## src/rtl/icache_direct.sv

```systemverilog
// Purpose: direct-mapped instruction cache, 16 lines x 4 words, refilled one word per beat from memctrl.
// Latency: hit result 1 cycle after the request; miss result 2 cycles after the fourth refill word.
// Backpressure: rdy_in low freezes all state; requests while busy are ignored; clear drops pending results.
`timescale 1ns/1ps
module icache_direct (
  input  logic        clk_in,
  input  logic        rst_in,
  input  logic        rdy_in,
  input  logic        to_icache,
  input  logic [31:0] pc_to_icache,
  input  logic        clear,
  output logic        have_result,
  output logic [31:0] inst_from_icache,
  output logic        busy,
  output logic        mem_req,
  output logic [31:0] mem_addr,
  input  logic        mem_word_valid,
  input  logic [31:0] mem_word
);

  typedef enum logic [1:0] {S_IDLE, S_REFILL, S_RESP} state_t;

  state_t      r_state;
  state_t      w_state_nxt;

  // Storage: data and tags carry no reset, only the valid bits do.
  logic [31:0] r_data [16][4];
  logic [23:0] r_tag  [16];
  logic [15:0] r_valid;

  logic [31:2] r_pc;
  logic [1:0]  r_cnt;
  logic        r_flushed;
  logic        r_have_result;
  logic [31:0] r_inst;
  logic        r_mem_req;
  logic [31:0] r_mem_addr;

  logic [3:0]  w_idx_req;
  logic [1:0]  w_off_req;
  logic [23:0] w_tag_req;
  logic        w_hit;
  logic        w_accept;
  logic        w_fill_last;
  logic        w_miss_start;
  logic        w_set_result;
  logic [31:0] w_result_dat;
  logic [3:0]  w_idx_l;
  logic [1:0]  w_off_l;
  logic        w_unused_ok;

  // Byte offset bits of the fetch address carry no information for word fetches.
  assign w_unused_ok = &{1'b1, pc_to_icache[1:0]};

  assign w_idx_req   = pc_to_icache[7:4];
  assign w_off_req   = pc_to_icache[3:2];
  assign w_tag_req   = pc_to_icache[31:8];
  assign w_hit       = r_valid[w_idx_req] && (r_tag[w_idx_req] == w_tag_req);
  // A flush in the same cycle as the strobe discards the request outright.
  assign w_accept    = to_icache && !clear;
  assign w_idx_l     = r_pc[7:4];
  assign w_off_l     = r_pc[3:2];
  assign w_fill_last = (r_state == S_REFILL) && mem_word_valid && (r_cnt == 2'd3);

  assign busy             = (r_state != S_IDLE);
  assign mem_req          = r_mem_req;
  assign mem_addr         = r_mem_addr;
  assign inst_from_icache = r_inst;
  // A flush arriving in the pulse cycle still kills an already scheduled hit result.
  assign have_result      = r_have_result && !clear;

  // Next-state and result selection for the IDLE/REFILL/RESP controller.
  always_comb begin
    w_state_nxt  = r_state;
    w_set_result = 1'b0;
    w_result_dat = r_inst;
    w_miss_start = 1'b0;
    case (r_state)
      S_IDLE: begin
        if (w_accept) begin
          if (w_hit) begin
            w_set_result = 1'b1;
            w_result_dat = r_data[w_idx_req][w_off_req];
          end else begin
            w_miss_start = 1'b1;
            w_state_nxt  = S_REFILL;
          end
        end
      end
      S_REFILL: begin
        if (w_fill_last) w_state_nxt = S_RESP;
      end
      S_RESP: begin
        w_state_nxt = S_IDLE;
        if (!clear && !r_flushed) begin
          w_set_result = 1'b1;
          w_result_dat = r_data[w_idx_l][w_off_l];
        end
      end
      default: w_state_nxt = S_IDLE;
    endcase
  end

  // Control state, refill bookkeeping, valid bits and output registers.
  always_ff @(posedge clk_in or negedge rst_in) begin
    if (!rst_in) begin
      r_state       <= S_IDLE;
      r_valid       <= '0;
      r_pc          <= '0;
      r_cnt         <= 2'd0;
      r_flushed     <= 1'b0;
      r_have_result <= 1'b0;
      r_inst        <= '0;
      r_mem_req     <= 1'b0;
      r_mem_addr    <= '0;
    end else if (rdy_in) begin
      r_state       <= w_state_nxt;
      r_have_result <= w_set_result;
      if (w_set_result) r_inst <= w_result_dat;
      if ((r_state == S_IDLE) && w_accept) r_pc <= pc_to_icache[31:2];
      if (w_miss_start) begin
        // The victim line is invalidated up front so an abandoned refill never looks valid.
        r_valid[w_idx_req] <= 1'b0;
        r_mem_req          <= 1'b1;
        r_mem_addr         <= {pc_to_icache[31:4], 4'b0000};
        r_cnt              <= 2'd0;
        r_flushed          <= 1'b0;
      end
      if (r_state == S_REFILL) begin
        if (mem_word_valid) r_cnt <= r_cnt + 2'd1;
        if (clear) r_flushed <= 1'b1;
        if (w_fill_last) begin
          r_mem_req        <= 1'b0;
          r_valid[w_idx_l] <= 1'b1;
        end
      end
    end
  end

  // Refill writes into the data and tag arrays; words arrive in order 0..3.
  always_ff @(posedge clk_in) begin
    if (rdy_in && (r_state == S_REFILL) && mem_word_valid) begin
      r_data[w_idx_l][r_cnt] <= mem_word;
      if (r_cnt == 2'd3) r_tag[w_idx_l] <= r_pc[31:8];
    end
  end

endmodule

```

## config.mk

```make
export PLATFORM = sky130hd
export DESIGN_NAME = icache_direct
export DESIGN_NICKNAME = d
export VERILOG_FILES = /design/src/rtl/icache_direct.sv
export SDC_FILE = /design/constraint.sdc
export NUM_CORES = 2
export LEC_CHECK = 0
export BUFFER_PORTS_ARGS = -buffer_cell sky130_fd_sc_hd__buf_2
export CORE_MARGIN = 1
export CORE_UTILIZATION = 47
export CTS_CLUSTER_SIZE = 30
export DETAILED_ROUTE_END_ITERATION = 10
export PLACE_DENSITY = 0.61
export SLEW_MARGIN = 30
export SYNTH_ARGS = -nofsm -noshare
export SYNTH_HDL_FRONTEND = slang
export SYNTH_SLANG_ARGS = --single-unit
export TNS_END_PERCENT = 5
```

## constraint.sdc

```tcl
create_clock -name clk_in -period 10.1 [get_ports clk_in]
set_input_delay 1.01 -clock clk_in [delete_from_list [all_inputs] [get_ports clk_in]]
set_output_delay 1.01 -clock clk_in [all_outputs]
set_load 0.01 [all_outputs]
```

======== Word-level counts from Yosys, hierarchy flattened ========
Memory sizes are Yosys's and may differ from the RTL's.
Cells that the tools add are included.
operators by class
  mux-type cells .......................... 47
  reductions and logical operators ........ 21
  bitwise logic cells ..................... 6
  add/sub/neg operators ................... 1
  magnitude comparators ................... 8
  equality and inequality tests ........... 9
operators with widths
  operator            number
  $mux 32             8
  $bmux 32 s2         2
  $mux 128            1
  $demux 32 s2        1
  $mux 16             4
  $pmux 32 s2         1
  $eq 24x24->1        1
  $mux 1              19
  $and 16x16->16      1
  $not 16->16         1
  $or 16x16->16       1
  $logic_and 1x1->1   12
  $mux 2              6
  $lt 4x5->1 const B  2
  $ne 2x2->1 const B  5
  $ge 3x3->1 const B  3
  $not 2->3           3
  $demux 1 s4         2
  $ge 4x1->1 const B  2
  $reduce_and 6->1    1
  $bmux 1 s4          1
  $eq 2x2->1 const B  2
  $pmux 2 s2          1
  $reduce_and 2->1    2
  8 further kinds     10
word-level totals
  word-level logic and storage cells ...... 103
  output and inout port bits .............. 67
  input port bits ......................... 70
  RAM bits ................................ 2,432
  flip-flop bits (word level) ............. 113
  memories kept ........................... 2
memories
  name    words  width  read ports  clocked after Yosys merged registers in  wr ports  line  source
  r_data  16     128    2           0                                        1         27    logic [31:0] r_data [16][4];
  r_tag   16     24     1           0                                        1         28    logic [23:0] r_tag [16];

======== Depth between registers and ports, before layout ========
  depth in word-level cells ............... 11
  mapped depth ............................ 15
  mapped depth without buffers ............ 9

======== Worst setup path after synthesis ========
OpenSTA, ideal clock, no wires.
  path type ............................... register -> register
  start point ............................. reg r_pc[4] in the netlist's numbering
  end point ............................... mem r_data[11][0] in the netlist's numbering (enable)
  arrival time ............................ 6,062 ps
  cell stages (with the launch flop) ...... 8
  required time ........................... 9,559 ps
  setup slack ............................. 3,497 ps
  clock period less this slack ............ 6,603 ps
  buffers on the path ..................... 5
  setup time .............................. 541 ps
  cell sequence ........................... dfrtp_1 > buf_2 > buf_2 > buf_1 > clkbuf_1 > nand2_1 > clkbuf_1 > nor3_1
RTL lines
  what                      line  source
  start: declaration        31    logic [31:2] r_pc;
  start signal: assignment  120   if ((r_state == S_IDLE) && w_accept) r_pc <= pc_to_icache[31:2];
  end: declaration          27
Straight into the memory's write port.

======== Worst setup path in the final report ========
  start point ............................. in pc_to_icache[5]
  end point ............................... reg r_inst[9], in the netlist inst_from_icache[9]
between the ends
  cells in the longest elaborated chain, start to end .. 7
  elaborated cells on any way between the ends .. 17
  classes of those cells .................. eq/ne: 2; mux: 11; reduce/logical: 2; memory: 2
ends and longest elaborated chain
  what                                                                     line    source
  start: declaration                                                       10      input logic [31:0] pc_to_icache,
  $mem_v2 16x24, or another cell as far along                              n/a
  $eq 24x24->1, or another cell as far along                               58      assign w_hit = r_valid[w_idx_req] && (r_tag[w_idx_req] == w_tag_req);
  $logic_and 1x1->1 / $mux 32 (equally long branches)                      58, 83
  $mux 1 / $mux 32 (equally long branches)                                 81, 83
  $mux 1 / $mux 32 (equally long branches)                                 80, 81
  $pmux 1 s2 / $mux 32 (equally long branches)                             78, 80
  $reduce_and 6->1 (no source line) / $pmux 32 s2 (equally long branches)  n/a
  end signal: assignment                                                   119     if (w_set_result) r_inst <= w_result_dat;
  end: declaration                                                         35      logic [31:0] r_inst;
Several ways; a longest one is shown, not always the timed one. The select of a mux whose other input is x is not followed.
A chain may end at the register's enable or synchronous reset.

==> impl_metrics.xml <==
<?xml version="1.0" encoding="UTF-8"?>
<metrics>
  <group name="outcome">
    <metric name="status" unit="">completed</metric>
  </group>
  <group name="logic_synthesis">
    <metric name="synth_ff_type" unit="">edfxtp_1</metric>
    <metric name="synth-warning-count" unit="">0</metric>
    <metric name="synth_enable_flop_cells" unit="">2432</metric>
    <metric name="avgSynthCellArea" unit="um^2">19.18</metric>
    <metric name="yosysSeqAreaShare" unit="%">66.62</metric>
    <metric name="synthArstFlopShare" unit="%">4.440</metric>
    <metric name="postSynthCellCount" unit="">5937</metric>
    <metric name="synth.ff_latch_count" unit="">2545</metric>
    <metric name="synth.lib_cells_used.distinct" unit="">71</metric>
    <metric name="synthesis.area" unit="mm^2">0.1139</metric>
  </group>
  <group name="die">
    <metric name="core.rowCount" unit="">180</metric>
    <metric name="start_util" unit="%">47.30</metric>
    <metric name="chipHeight" unit="um">494.2</metric>
    <metric name="floorplan.core_area" unit="mm^2">0.2408</metric>
    <metric name="die_width" unit="um">494.2</metric>
    <metric name="dieArea" unit="mm^2">0.2442</metric>
    <metric name="io_pins" unit="">137</metric>
  </group>
  <group name="hold_path">
    <metric name="worstHoldPathType" unit="">in -&gt; reg</metric>
  </group>
  <group name="sta">
    <metric name="post-route-period-util" unit="%">56.85</metric>
    <metric name="period_minus_slack" unit="ps">5742</metric>
    <metric name="report.final.hold_viol_count" unit="">0</metric>
    <metric name="hold_ws" unit="ps">345.2</metric>
    <metric name="postLayoutSetupSlackWorst" unit="ps">4358</metric>
    <metric name="rsz_0062_raised_after_global_routing" unit="">false</metric>
    <metric name="maxSlewViolCount" unit="">0</metric>
    <metric name="clock-skew-final" unit="ps">85.43</metric>
    <metric name="tightestPinTransition" unit="ps">1117</metric>
    <metric name="fin_tns_setup" unit="ps">0</metric>
    <metric name="maxClockFrequency" unit="MHz">174.2</metric>
    <metric name="worst_slew_margin_rel" unit="%">25.46</metric>
    <metric name="timing.final.setup_violations" unit="">0</metric>
  </group>
  <group name="finish">
    <metric name="final_non_filler_cell_area" unit="mm^2">0.1283</metric>
    <metric name="final_standard_cell_utilization_of_the_core" unit="%">53.28</metric>
    <metric name="final_net_count" unit="">6242</metric>
    <metric name="drive_above_1_share" unit="%">30.54</metric>
    <metric name="finalNonFillerCells" unit="">9569</metric>
    <metric name="num-fill-cells" unit="">18720</metric>
    <metric name="area_delta_synth_final" unit="%">12.66</metric>
  </group>
  <group name="place">
    <metric name="dp_hpwl" unit="um">234400</metric>
    <metric name="routabilityCongestion" unit="">0.8817</metric>
    <metric name="place.port_buffers" unit="">130</metric>
    <metric name="placed_cell_area" unit="mm^2">0.1194</metric>
    <metric name="placed_cells_incl_taps" unit="">9060</metric>
    <metric name="post-place-ws" unit="ps">3467</metric>
  </group>
  <group name="clocking">
    <metric name="clock_insertion_delay_worst_skew" unit="ps">960</metric>
    <metric name="cts.path.max_buffers" unit="">4</metric>
    <metric name="postCtsSetupRepairBufs" unit="">0</metric>
    <metric name="cts_tree" unit="">yes</metric>
    <metric name="cts_made_buffers" unit="">286</metric>
    <metric name="clock-root-buffer" unit="">clkbuf_16</metric>
    <metric name="clock_sink_count" unit="">2545</metric>
    <metric name="clock_tree.htree_level_count" unit="">5</metric>
    <metric name="clock_pin_slew_on_the_worst_setup_and_hold_paths" unit="ps">60</metric>
  </group>
  <group name="critical_path">
    <metric name="worst_path_largest_cell_delay" unit="ps">710</metric>
    <metric name="critical-path-slowest-cell" unit="">buf_12</metric>
    <metric name="critPathRequiredTime" unit="ps">10900</metric>
    <metric name="critPathTopFamily" unit="">buffers and inverters</metric>
    <metric name="critical_path.n_buffers_inverters" unit="">4</metric>
    <metric name="cp-start-kind" unit="">input pin</metric>
    <metric name="cp_data_arrival_time" unit="ps">6540</metric>
    <metric name="worst-path-max-fanout" unit="">108</metric>
    <metric name="end_kind" unit="">flop</metric>
    <metric name="cp_cell_sequence" unit="">buf_8 &gt; buf_12 &gt; mux4_1 &gt; mux2i_1 &gt; xor2_1 &gt; nand3_1 &gt; or4_1 &gt; a211o_1 &gt; nor3_1 &gt; a22oi_2 &gt; buf_4 &gt; buf_4 &gt; mux2_2</metric>
    <metric name="cp_common_cell" unit="">buf_4</metric>
    <metric name="kind_of_critical_path" unit="">in -&gt; reg</metric>
  </group>
  <group name="routing">
    <metric name="drt_iter0_markers" unit="">10900</metric>
    <metric name="route.final.wire_length" unit="um">406800</metric>
    <metric name="wl_per_cell" unit="um">42.52</metric>
    <metric name="ant_nets" unit="">0</metric>
    <metric name="total_via_count_in_the_routed_design" unit="">68870</metric>
    <metric name="avgViaCountPerCell" unit="">7.197</metric>
    <metric name="drcViolationCount" unit="">0</metric>
    <metric name="detail_route.first_pass.iterations" unit="">6</metric>
  </group>
  <group name="power_and_ir_drop">
    <metric name="finalPower" unit="mW">29.35</metric>
    <metric name="power.internal" unit="mW">20.62</metric>
    <metric name="peak_supply_drop" unit="uV">240.9</metric>
    <metric name="power_leakage" unit="nW">41.33</metric>
    <metric name="power.switching" unit="mW">8.728</metric>
    <metric name="pwr-share-comb" unit="%">23.3</metric>
    <metric name="p_sw_share" unit="%">29.74</metric>
    <metric name="seq_power_share" unit="%">42.7</metric>
    <metric name="power_frac_clock" unit="%">34.0</metric>
    <metric name="power.density" unit="mW/mm^2">228.8</metric>
  </group>
  <group name="global_routing">
    <metric name="grt_max_degree" unit="">126</metric>
    <metric name="antenna_found_initial" unit="">25</metric>
    <metric name="global_route.overflow_total" unit="">0</metric>
    <metric name="global_route.usage.total" unit="%">33.25</metric>
    <metric name="grt_first_pass_wirelength" unit="um">553600</metric>
    <metric name="grt_pass1_vias" unit="">67270</metric>
  </group>
  <group name="job">
    <metric name="max_cap_violations" unit="">0</metric>
  </group>
</metrics>
power groups by stage:
stage	sequential (mW)	combinational [mW]	clock, mW
3_3_place_gp	12.7	6.71	0
4_1_cts	12.5	6.75	10.1
5_1_grt	12.6	7.04	10.4
6_report	12.5	6.84	9.97
3_5_place_dp	12.7	6.73	0
2_1_floorplan	12.5	4.36	0
flip-flops by register name, summed over array words and instances (netlist names):
signal,cells
inst_from_icache,32
mem_addr,28
mem_req,1
r_cnt,2
r_data,2048
r_flushed,1
r_have_result,1
r_pc,30
r_state,2
r_tag,384
r_valid,16
path summary, 6_finish.rpt:
path                                 startpoint             endpoint  slack [ps]  cells after the start
worst max-delay path            pc_to_icache[5]  inst_from_icache[9]        4360                     13
worst min-delay path                     rdy_in        r_have_result         350                      2
worst max register to register          r_pc[4]  inst_from_icache[7]        4830                      9
worst min register to register          mem_req              mem_req         470                      1
max in group asynchronous                rst_in              r_pc[6]        8100                      3
min in group asynchronous                rst_in         mem_addr[20]         580                      2
cell families after synthesis:
family / Yosys count / synth area share, %
other: 1 / 0.003293
AND/OR/NAND/NOR: 652 / 2.637
flip-flops: 2545 / 66.62
adder cells (fa/ha/maj): 4 / 0.04395
XOR/XNOR: 29 / 0.2231
buffers and inverters: 456 / 1.840
multiplexers: 1505 / 24.09
AO/OA/AOI/OAI: 745 / 4.542
layer usage:
metal  global-route usage, %  part of all wire, %
met4                   17.06                  5.8
met1                   44.64                   36
met5                       0                0.014
met2                   50.08                   45
met3                   8.948                   12
cell usage in the layout, fill, tap and decap left out, types with 22 or more instances in the layout:
cell	instances
edfxtp_1	2432
mux4_2	962
mux2i_1	428
clkbuf_16	291
buf_4	247
nand2_1	206
a22oi_1	190
o22ai_1	119
dfrtp_1	109
buf_2	99
a21oi_1	92
nor2_1	90
nand3_1	89
mux2_2	86
o21ai_0	79
a211oi_1	71
clkbuf_1	68
nor2_4	55
clkinv_1	52
nor3_1	46
clkinv_2	39
a31oi_1	29
a221oi_1	25
nand4_1	23
o211ai_1	22
mux2_4	22
cell type report:
class | count | area (um^2) | share of cell area [%]
tap | 3185 | 3985 | 3.106
clock buffer | 373 | 7730 | 6.026
timing repair buffer | 380 | 3057 | 2.383
antenna | 11 | 27.53 | 0.02146
sequential | 2545 | 75870 | 59.14
multi-input combinational | 2939 | 36530 | 28.48
inverter | 16 | 68.82 | 0.05364
clock inverter | 120 | 1013 | 0.7900
synthesized netlist by cell type (17+ instances only):
| library cell | count | share of area [%] |
|---|---|---|
| a211oi_1 | 71 | 0.47 |
| a21oi_1 | 92 | 0.40 |
| a221oi_1 | 25 | 0.19 |
| a22oi_1 | 191 | 1.3 |
| a31oi_1 | 29 | 0.16 |
| and3_1 | 18 | 0.099 |
| buf_1 | 95 | 0.31 |
| buf_2 | 120 | 0.53 |
| buf_4 | 18 | 0.12 |
| buf_6 | 17 | 0.17 |
| clkbuf_1 | 187 | 0.62 |
| dfrtp_1 | 113 | 2.5 |
| edfxtp_1 | 2432 | 64 |
| mux2_2 | 86 | 0.85 |
| mux2_4 | 22 | 0.29 |
| mux2i_1 | 428 | 3.8 |
| mux4_2 | 962 | 19 |
| nand2_1 | 213 | 0.70 |
| nand3_1 | 90 | 0.40 |
| nand4_1 | 23 | 0.13 |
| nor2_1 | 150 | 0.49 |
| nor2b_1 | 23 | 0.13 |
| nor3_1 | 64 | 0.28 |
| nor4_1 | 19 | 0.10 |
| o211ai_1 | 22 | 0.15 |
| o21ai_0 | 79 | 0.35 |
| o22ai_1 | 119 | 0.65 |
worst reg2reg max path: cells and delay by family, from the launching register on:
family	cells	cell delay (ps)
flip-flops	1	910
buffers and inverters	3	2190
multiplexers	2	630
AO/OA/AOI/OAI	2	370
AND/OR/NAND/NOR	2	1100
what timing repair did:
action / CTS / global route
endpoints found under the hold margin: 16 / 0
hold buffers: 1 / 0
gates resized for setup: 0 / 0
No activity file was read; power rests on OpenSTA's default activity.
